--- config.mk ---
export PLATFORM = sky130hd
export DESIGN_NAME = song_reader_flat
export DESIGN_NICKNAME = d
export VERILOG_FILES = /design/src/rtl/song_reader_pkg.sv /design/src/rtl/song_reader_if.sv /design/src/rtl/song_reader_note_index_counter.sv /design/src/rtl/song_reader.sv /design/src/flat_wrapper.sv
export SDC_FILE = /design/constraint.sdc
export NUM_CORES = 1
export LEC_CHECK = 0
export CAP_MARGIN = 20
export CORE_UTILIZATION = 36
export DETAILED_ROUTE_END_ITERATION = 8
export MAX_ROUTING_LAYER = met4
export PLACE_DENSITY = 0.73
export REMOVE_ABC_BUFFERS = 1
export SETUP_SLACK_MARGIN = 0.4
export SLEW_MARGIN = 20
export SYNTH_ARGS = -nofsm -noshare
export SYNTH_HDL_FRONTEND = slang
export SYNTH_SLANG_ARGS = --single-unit
export TNS_END_PERCENT = 5
--- constraint.sdc ---
create_clock -name clk -period 5.6 [get_ports clk]
set_input_delay 1.12 -clock clk [delete_from_list [all_inputs] [get_ports clk]]
set_output_delay 1.12 -clock clk [all_outputs]
set_load 0.005 [all_outputs]
--- src/rtl/song_reader_pkg.sv ---
// Shared constants for the music player: field widths, FSM encoding and end-of-song marker.
// Imported by song_reader, its interface, and by neighbouring blocks and benches.
package song_reader_pkg;

  localparam int unsigned SONG_W = 2;
  localparam int unsigned IDX_W  = 5;
  localparam int unsigned NOTE_W = 6;
  localparam int unsigned DUR_W  = 6;

  localparam int unsigned ADDR_W = SONG_W + IDX_W;
  localparam int unsigned DATA_W = NOTE_W + DUR_W;

  // A zero duration terminates a song early.
  localparam logic [DUR_W-1:0] DUR_END = '0;

  localparam logic [2:0] S_IDLE    = 3'd0;
  localparam logic [2:0] S_FETCH   = 3'd1;
  localparam logic [2:0] S_CAPTURE = 3'd2;
  localparam logic [2:0] S_ISSUE   = 3'd3;
  localparam logic [2:0] S_WAIT    = 3'd4;
  localparam logic [2:0] S_END     = 3'd5;

  typedef enum logic [2:0] {
    StIdle    = S_IDLE,
    StFetch   = S_FETCH,
    StCapture = S_CAPTURE,
    StIssue   = S_ISSUE,
    StWait    = S_WAIT,
    StEnd     = S_END
  } state_e;

endpackage

--- src/rtl/song_reader_if.sv ---
// Bundles the song_reader's connections to mcu, song ROM and note_player.
// slave is the song_reader's view; master is the surrounding system's view.
interface song_reader_if;
  import song_reader_pkg::*;

  logic              play;
  logic [SONG_W-1:0] song;
  logic              note_done;
  logic [ADDR_W-1:0] rom_addr;
  logic [DATA_W-1:0] rom_data;
  logic [NOTE_W-1:0] note;
  logic [DUR_W-1:0]  duration;
  logic              new_note;
  logic              song_done;

  modport master (
    output play,
    output song,
    output note_done,
    output rom_data,
    input  rom_addr,
    input  note,
    input  duration,
    input  new_note,
    input  song_done
  );

  modport slave (
    input  play,
    input  song,
    input  note_done,
    input  rom_data,
    output rom_addr,
    output note,
    output duration,
    output new_note,
    output song_done
  );

endinterface

--- src/rtl/song_reader_note_index_counter.sv ---
// Note index within the current song: synchronous clear beats enable, o_last flags the
// final slot so the caller can end the song instead of wrapping.
module song_reader_note_index_counter #(
  parameter int unsigned IdxW = 5
) (
  input  logic            clk,
  input  logic            reset,
  input  logic            i_clr,
  input  logic            i_en,
  output logic [IdxW-1:0] o_idx,
  output logic            o_last
);

  logic [IdxW-1:0] r_idx;

  always_ff @(posedge clk) begin
    if (reset || i_clr) begin
      r_idx <= '0;
    end else if (i_en) begin
      r_idx <= r_idx + IdxW'(1);
    end
  end

  assign o_idx  = r_idx;
  assign o_last = &r_idx;

endmodule

--- src/rtl/song_reader.sv ---
// Walks the selected song's ROM one {note,duration} entry at a time, hands each note to
// note_player with a one-cycle new_note pulse and reports end of song with song_done.
module song_reader
  import song_reader_pkg::*;
(
  input  logic         clk,
  input  logic         reset,
  song_reader_if.slave bus
);

  state_e            r_state;
  state_e            w_state_next;
  logic [SONG_W-1:0] r_song_q;
  logic [NOTE_W-1:0] r_note;
  logic [DUR_W-1:0]  r_duration;
  logic              r_new_note;
  logic              r_song_done;

  logic              w_song_change;
  logic              w_idx_clr;
  logic              w_idx_en;
  logic              w_idx_last;
  logic [IDX_W-1:0]  w_idx;
  logic [NOTE_W-1:0] w_rom_note;
  logic [DUR_W-1:0]  w_rom_dur;

  assign w_song_change           = (bus.song != r_song_q);
  assign {w_rom_note, w_rom_dur} = bus.rom_data;

  // END rewinds for the next play-through; a song change restarts the new song.
  assign w_idx_clr = w_song_change || (r_state == StEnd);
  assign w_idx_en  = (r_state == StWait) && bus.note_done && !w_idx_last;

  song_reader_note_index_counter #(
    .IdxW (IDX_W)
  ) u_idx_counter (
    .clk    (clk),
    .reset  (reset),
    .i_clr  (w_idx_clr),
    .i_en   (w_idx_en),
    .o_idx  (w_idx),
    .o_last (w_idx_last)
  );

  always_ff @(posedge clk) begin
    if (reset) begin
      r_state <= StIdle;
    end else begin
      r_state <= w_state_next;
    end
  end

  always_comb begin
    w_state_next = r_state;
    unique case (r_state)
      StIdle:    if (bus.play) w_state_next = StFetch;
      StFetch:   w_state_next = StCapture;
      StCapture: w_state_next = (w_rom_dur == DUR_END) ? StEnd : StIssue;
      StIssue:   w_state_next = StWait;
      StWait: begin
        // play is deliberately ignored here: note_player pauses the note itself.
        if (bus.note_done) w_state_next = w_idx_last ? StEnd : StIdle;
      end
      StEnd:     w_state_next = StIdle;
      default:   w_state_next = StIdle;
    endcase
    if (w_song_change) w_state_next = StIdle;
  end

  // Pulses are registered off the next state so they line up with ISSUE and END.
  always_ff @(posedge clk) begin
    if (reset) begin
      r_song_q    <= bus.song;
      r_note      <= '0;
      r_duration  <= '0;
      r_new_note  <= 1'b0;
      r_song_done <= 1'b0;
    end else begin
      r_song_q    <= bus.song;
      r_new_note  <= (w_state_next == StIssue);
      r_song_done <= (w_state_next == StEnd);
      if (w_song_change) begin
        r_note     <= '0;
        r_duration <= '0;
      end else if (r_state == StCapture) begin
        r_note     <= w_rom_note;
        r_duration <= w_rom_dur;
      end
    end
  end

  assign bus.rom_addr  = {bus.song, w_idx};
  assign bus.note      = r_note;
  assign bus.duration  = r_duration;
  assign bus.new_note  = r_new_note;
  assign bus.song_done = r_song_done;

  a_new_note_pulse: assert property (@(posedge clk) disable iff (reset)
    r_new_note |=> !r_new_note);
  a_song_done_pulse: assert property (@(posedge clk) disable iff (reset)
    r_song_done |=> !r_song_done);
  a_pulses_exclusive: assert property (@(posedge clk) disable iff (reset)
    !(r_new_note && r_song_done));

endmodule

--- src/flat_wrapper.sv ---
// flat-port wrapper written by rule: the top's interface ports become plain ports
module song_reader_flat import song_reader_pkg::*;
  (clk, reset, bus_play, bus_song, bus_note_done, bus_rom_data, bus_rom_addr, bus_note, bus_duration, bus_new_note, bus_song_done);
  song_reader_if bus_i ();
  input  logic clk;
  input  logic reset;
  input wire logic [$bits(bus_i.play)-1:0] bus_play;
  input wire logic [$bits(bus_i.song)-1:0] bus_song;
  input wire logic [$bits(bus_i.note_done)-1:0] bus_note_done;
  input wire logic [$bits(bus_i.rom_data)-1:0] bus_rom_data;
  output wire logic [$bits(bus_i.rom_addr)-1:0] bus_rom_addr;
  output wire logic [$bits(bus_i.note)-1:0] bus_note;
  output wire logic [$bits(bus_i.duration)-1:0] bus_duration;
  output wire logic [$bits(bus_i.new_note)-1:0] bus_new_note;
  output wire logic [$bits(bus_i.song_done)-1:0] bus_song_done;
  assign bus_i.play = bus_play;
  assign bus_i.song = bus_song;
  assign bus_i.note_done = bus_note_done;
  assign bus_i.rom_data = bus_rom_data;
  assign bus_rom_addr = bus_i.rom_addr;
  assign bus_note = bus_i.note;
  assign bus_duration = bus_i.duration;
  assign bus_new_note = bus_i.new_note;
  assign bus_song_done = bus_i.song_done;
  song_reader u_core (.clk(clk), .reset(reset), .bus(bus_i));
endmodule
Yosys cells after proc, flatten, opt, wreduce, memory -nomap -nowiden
Cells that the tools add are included.
{"block": "totals", "input_bits": 18, "elab_cells": 31, "out_inout_bits": 21, "reg_bits": 24}
{"block": "op_classes", "eq_ne": 8, "n_mux": 6, "add_sub_neg": 1, "reduce_logical": 9}
{"operator": "2-to-1 mux 3 bit", "count": 5}
{"operator": "case mux 3 bit (5 select lines)", "count": 1}
{"operator": "equality test 3 x 2 -> 1 bit, second input constant", "count": 3}
{"operator": "equality test 3 bit, second input constant", "count": 3}
{"operator": "logical NOT 6 bit", "count": 1}
{"operator": "adder 5 x 1 -> 5 bit, second input constant", "count": 1}
{"operator": "AND reduction 5 bit", "count": 1}
{"operator": "equality test 3 x 1 -> 1 bit, second input constant", "count": 1}
{"operator": "logical NOT 3 bit", "count": 1}
{"operator": "logical AND 1 bit", "count": 2}
{"operator": "logical OR 1 bit", "count": 2}
{"operator": "inequality test 2 bit", "count": 1}
{"operator": "OR reduction 2 bit", "count": 1}
{"operator": "logical NOT 1 bit", "count": 1}

Depth between registers and ports, before layout
{"block": "logic_depth", "ltp_word": 6, "depth_mapped": 6, "depth_no_buf": 6}

Modules after synthesis
From an unflattened synthesis, not the netlist that was laid out.
{"block": "hier_totals", "hier_cells": 99, "hier_area_um2": 1014.7}
{"mod": "song_reader", "n_inst": 1, "cells_per_inst": 76, "seq_area_each_um2": 380.4, "area_each_um2": 754.5}
{"mod": "song_reader_note_index_counter", "n_inst": 1, "cells_per_inst": 23, "seq_area_each_um2": 100.1, "area_each_um2": 260.2}

Least setup slack after synthesis
No wires, ideal clock.
{"block": "synth_path", "path_type": "input -> register", "startpoint": "input port bus_rom_data[1]", "endpoint": "register u_core.r_song_done, in the netlist u_core.bus.song_done", "path_slack_ps": 2989, "stages": 3, "path_buffers": 0, "t_arrival_ps": 2511, "setup_time_ps": 100, "required_ps": 5500, "path_cell_list": "or4_4 -> or4b_4 -> a2111oi_4"}
{"block": "synth_between", "elab_chain_len": 5}
{"item": "start, declared", "line": "flat_wrapper.sv:10", "text": "input wire logic [$bits(bus_i.rom_data)-1:0] bus_rom_data;"}
{"item": "logical NOT 6 bit", "line": "song_reader.sv:58", "text": "StCapture: w_state_next = (w_rom_dur == DUR_END) ? StEnd : StIssue;"}
{"item": "2-to-1 mux 3 bit", "line": "song_reader.sv:58"}
{"item": "case mux 3 bit (5 select lines)", "line": "song_reader.sv:55", "text": "unique case (r_state)"}
{"item": "2-to-1 mux 3 bit", "line": "song_reader.sv:67", "text": "if (w_song_change) w_state_next = StIdle;"}
{"item": "equality test 3 bit", "line": "song_reader.sv:81", "text": "r_song_done <= (w_state_next == StEnd);"}
{"item": "end signal, assigned", "line": "song_reader.sv:81"}
{"item": "end, declared", "line": "song_reader.sv:17", "text": "logic r_song_done;"}
No other way between the ends.
A chain may end at the register's enable or synchronous reset.

Worst setup path after layout
{"block": "layout_path", "startpoint": "input port bus_song[1]", "endpoint": "output port bus_rom_addr[6]"}
{"item": "start, declared", "line": "flat_wrapper.sv:8", "text": "input wire logic [$bits(bus_i.song)-1:0] bus_song;"}
{"item": "end, declared", "line": "flat_wrapper.sv:11", "text": "output wire logic [$bits(bus_i.rom_addr)-1:0] bus_rom_addr;"}
No word-level cell between the ends.

==> flow_summary_export.csv <==
group,metric,value,unit
drt,detail_route.first_pass.iterations,4,
synth,part_of_the_yosys_area_used_for_sequential_elements,47.29,%
final_layout,design.final.nets,173,
setup_path,slowest_stage,"sky130_fd_sc_hd__clkdlybuf4s50_1",
setup_path,worst-path-buf-inv,2,
timing,hold_viol_final,0,
setup_path,ff2ff_path_depth,6,
setup_path,critical_path.endpoint,"bus_rom_addr[6]",
synth,post-synth-top-area-cell,"sky130_fd_sc_hd__dfxtp_1",
power,p_leak,0.4409,nW
min_path,hp-class,"flop to flop",
synth,synth_ff_type,"sky130_fd_sc_hd__dfxtp_1",
drt,remaining_drc_errors,0,
setup_path,worst_r2r_endpoint,"u_core.u_idx_counter.o_idx[3]",
final_layout,final_util,55.70,%
setup_path,worst_ep_required_time,4.48,ns
clocking,hold_buffers,0,
synth,synthArstFlopShare,0,%
setup_path,cp_data_arrival_time,2.15,ns
setup_path,path_delay_family,"buffers and inverters",
setup_path,cp_common_cell,"sky130_fd_sc_hd__clkdlybuf4s50_1",
timing,achievable-frequency,0.3060,GHz
synth,yosys_register_bits,24,
drt,routed_wl,2198,um
die,die_area,0.003039,sq mm
setup_path,worst_path_largest_cell_delay,0.52,ns
setup_path,path_depth,2,
clocking,post-cts-setup-buffer-count,0,
grt,initial_antenna_violation_count,0,
synth,synth_top_cells_by_count,"sky130_fd_sc_hd__nand2_1 (27), sky130_fd_sc_hd__dfxtp_1 (24), sky130_fd_sc_hd__a21oi_1 (17)",
drt,initialDrtViolationCount,12,
timing,timing.max_slew.rel_slack,48.60,%
clocking,root_buffer,"sky130_fd_sc_hd__clkbuf_4",
die,die_width,55.13,um
clocking,htree_num_levels,1,
placed_design,globalplace.congestion,0.7023,
die,core,0.002567,sq mm
setup_path,timing.reg2reg.setup_slack,3.65,ns
timing,unrepaired_setup_endpoints_after_global_routing,"false",
setup_path,nature_of_the_critical_path_startpoint,"primary input",
drt,route.detailed.wl_per_inst,12.14,um
die,design.portCount,39,
setup_path,cells_along_the_critical_path,"clkdlybuf4s50_1 > clkdlybuf4s50_1",
synth,synthDistinctLibCells,31,
setup_path,worstSetupEndpointType,"output port",
placed_design,post-dp-hpwl,1606,um
grt,grt_max_degree,19,
final_layout,num_antenna_cells,0,
drt,route.vias.total,937,
die,start_util,39.57,%
die,height_of_the_die,55.13,um
timing,slew_violations,0,
placed_design,dp_cells,178,
synth,post-synth-top-count-cell,"sky130_fd_sc_hd__nand2_1",
drt,average_vias_per_placed_instance,5.177,
timing,number_of_setup_violations_in_the_final_report,0,
grt,grt_first_pass_wirelength,3594,um
clocking,postCtsResizedCells,0,
setup_path,path_max_fanout,3,
final_layout,syn2layout_area_growth,40.76,%
clocking,ctsLongestPathBuffers,2,
min_path,min_from,"u_core.bus.duration[3]",
die,floorplan.rows,18,
grt,first_global_vias,863,
clocking,clkSlewWorstSetupHoldPaths,0.12,ns
synth,post_synth_inst_count,116,
setup_path,setup_crit_start,"bus_song[1]",
final_layout,fin_cells,181,
final_layout,layout-drive-gt1-share,5.298,%
setup_path,timing.setup.critical_path_class,"primary input to output port",
clocking,cts_num_sinks,24,
outcome,run_status,"complete, no violations",
timing,share_of_the_clock_period_used_by_the_worst_path_after_layout,58.35,%
grt,gr-total-overflow,0,
synth,syn_area_per_cell,8.758,sq um
timing,max_slew.worst_pin.slew,0.7686,ns
clocking,tritoncts,"built",
timing,timing.setup.tns,0,ns
power,power_per_cell_area,191.1,mW/mm^2
clocking,cts-buffers-inserted,3,
run,drv.max_cap_violation_count,0,
synth,post_synth_main_area_contributors,"sky130_fd_sc_hd__dfxtp_1 (47%), sky130_fd_sc_hd__nand2_1 (10%), sky130_fd_sc_hd__a21oi_1 (8.4%), sky130_fd_sc_hd__a2111oi_4 (2.7%), sky130_fd_sc_hd__ha_1 (2.5%)",
drt,antenna_left,0,
clocking,clkLatencyLatePin,0.31,ns
synth,synth_top_area_share,47.29,%
setup_path,timing.rr.start,"u_core.u_idx_counter.o_idx[0]",
synth,yosys_warnings,0,
power,vdd.ir_drop.worst,0.1300,mV
timing,final_critical_path_required_period,3.268,ns
synth,syn-cell-area,0.001016,sq mm
timing,clock_skew,0.007515,ns
grt,grt_use_total,16.82,%
placed_design,number_of_buffer_cells_added_on_primary_ports,38,
synth,synth-edff-count,0,
-- final cells by class --
type / instances / area, sq um
timing repair buffer: 39 / 387.9
inverter: 2 / 7.507
fill: 249 / 1137
multi-input combinational: 83 / 494.2
clock buffer: 3 / 22.52
tap: 30 / 37.54
sequential: 24 / 480.5
-- report_power, final --
group          internal (mW)  switching, mW  leakage, nW
registers              0.172        0.00140        0.194
logic                 0.0151         0.0103        0.233
clock network         0.0252         0.0494       0.0138
-- flip-flops by register name, summed over array words and instances (netlist names) --
signal                      cells
u_core.bus.duration             6
u_core.bus.song_done            1
u_core.bus.note                 6
u_core.r_song_q                 2
u_core.u_idx_counter.o_idx      5
u_core.r_state                  3
u_core.bus.new_note             1
-- routing by layer --
metal  track usage, %  vias up  wire, um
met5                -        -         0
met4            5.000        0        17
met3            2.732        2       144
met2            30.32       31      1045
met1            18.94      428       991
li1                 -      476         -
-- per-stage QoR --
| step | power (mW) | instance area [sq um] | worst slack (ns) | hold slack (ns) |
|---|---|---|---|---|
| 2_1_floorplan | 0.1850 | 982.2 | 2.986 | 0.4527 |
| 3_3_place_gp | 0.2020 | 1408 | 2.341 | 0.4417 |
| 3_5_place_dp | 0.2026 | 1408 | 2.331 | 0.4472 |
| 4_1_cts | 0.2764 | 1430 | 2.327 | 0.4647 |
| 5_1_grt | 0.2838 | 1430 | 2.312 | 0.4828 |
| 6_report | 0.2733 | 1430 | 2.332 | 0.4632 |
-- worst register-to-register path, cell delays in order (launching register included) --
cell and delay, ns:
sky130_fd_sc_hd__dfxtp_1 0.37, sky130_fd_sc_hd__ha_1 0.22, sky130_fd_sc_hd__and3_1 0.18, sky130_fd_sc_hd__ha_1 0.20, sky130_fd_sc_hd__nand2b_1 0.26, sky130_fd_sc_hd__or4_1 0.51
sky130_fd_sc_hd__a21oi_1 0.14
-- layout by cell type, fill, tap and decap left out, drive strengths merged --
cell / n
nand3b: 2
nor4: 1
nor2: 1
dfxtp: 24
or4: 3
clkdlybuf4s50: 38
a211oi: 1
nor3b: 2
a21oi: 17
ha: 2
buf: 1
xnor2: 2
or3b: 2
a31oi: 1
nand4b: 1
clkbuf: 3
a2111oi: 1
o311ai: 2
and3: 1
nor3: 2
or4b: 1
nand2b: 3
nor2b: 2
o21ai: 3
o22a: 1
nand2: 27
nand3: 3
or3: 1
o31ai: 1
inv: 2
-- kinds of logic after synthesis --
| family | count (synthesis) | synth area share [%] |
|---|---|---|
| buffers and inverters | 9 | 4.064 |
| DFF | 24 | 47.29 |
| xor gates and xnor gates | 2 | 1.724 |
| AOI/OAI and AO/OA | 27 | 17.24 |
| and+or+nand+nor | 52 | 27.22 |
| adders and majority gates | 2 | 2.463 |
-- worst min path at each step --
| stage | endpoint | slack (ns) | cells after the start |
|---|---|---|---|
| after detailed placement | u_core.bus.duration[3] | 0.45 | 2 |
| after global routing | u_core.bus.duration[2] | 0.48 | 2 |
| after global placement | u_core.bus.note[1] | 0.44 | 2 |
| final | u_core.bus.duration[3] | 0.46 | 2 |
| after floorplan | u_core.bus.duration[0] | 0.45 | 2 |
| after CTS | u_core.bus.duration[3] | 0.46 | 2 |
Note: power is estimated with default switching activity, not from simulation.
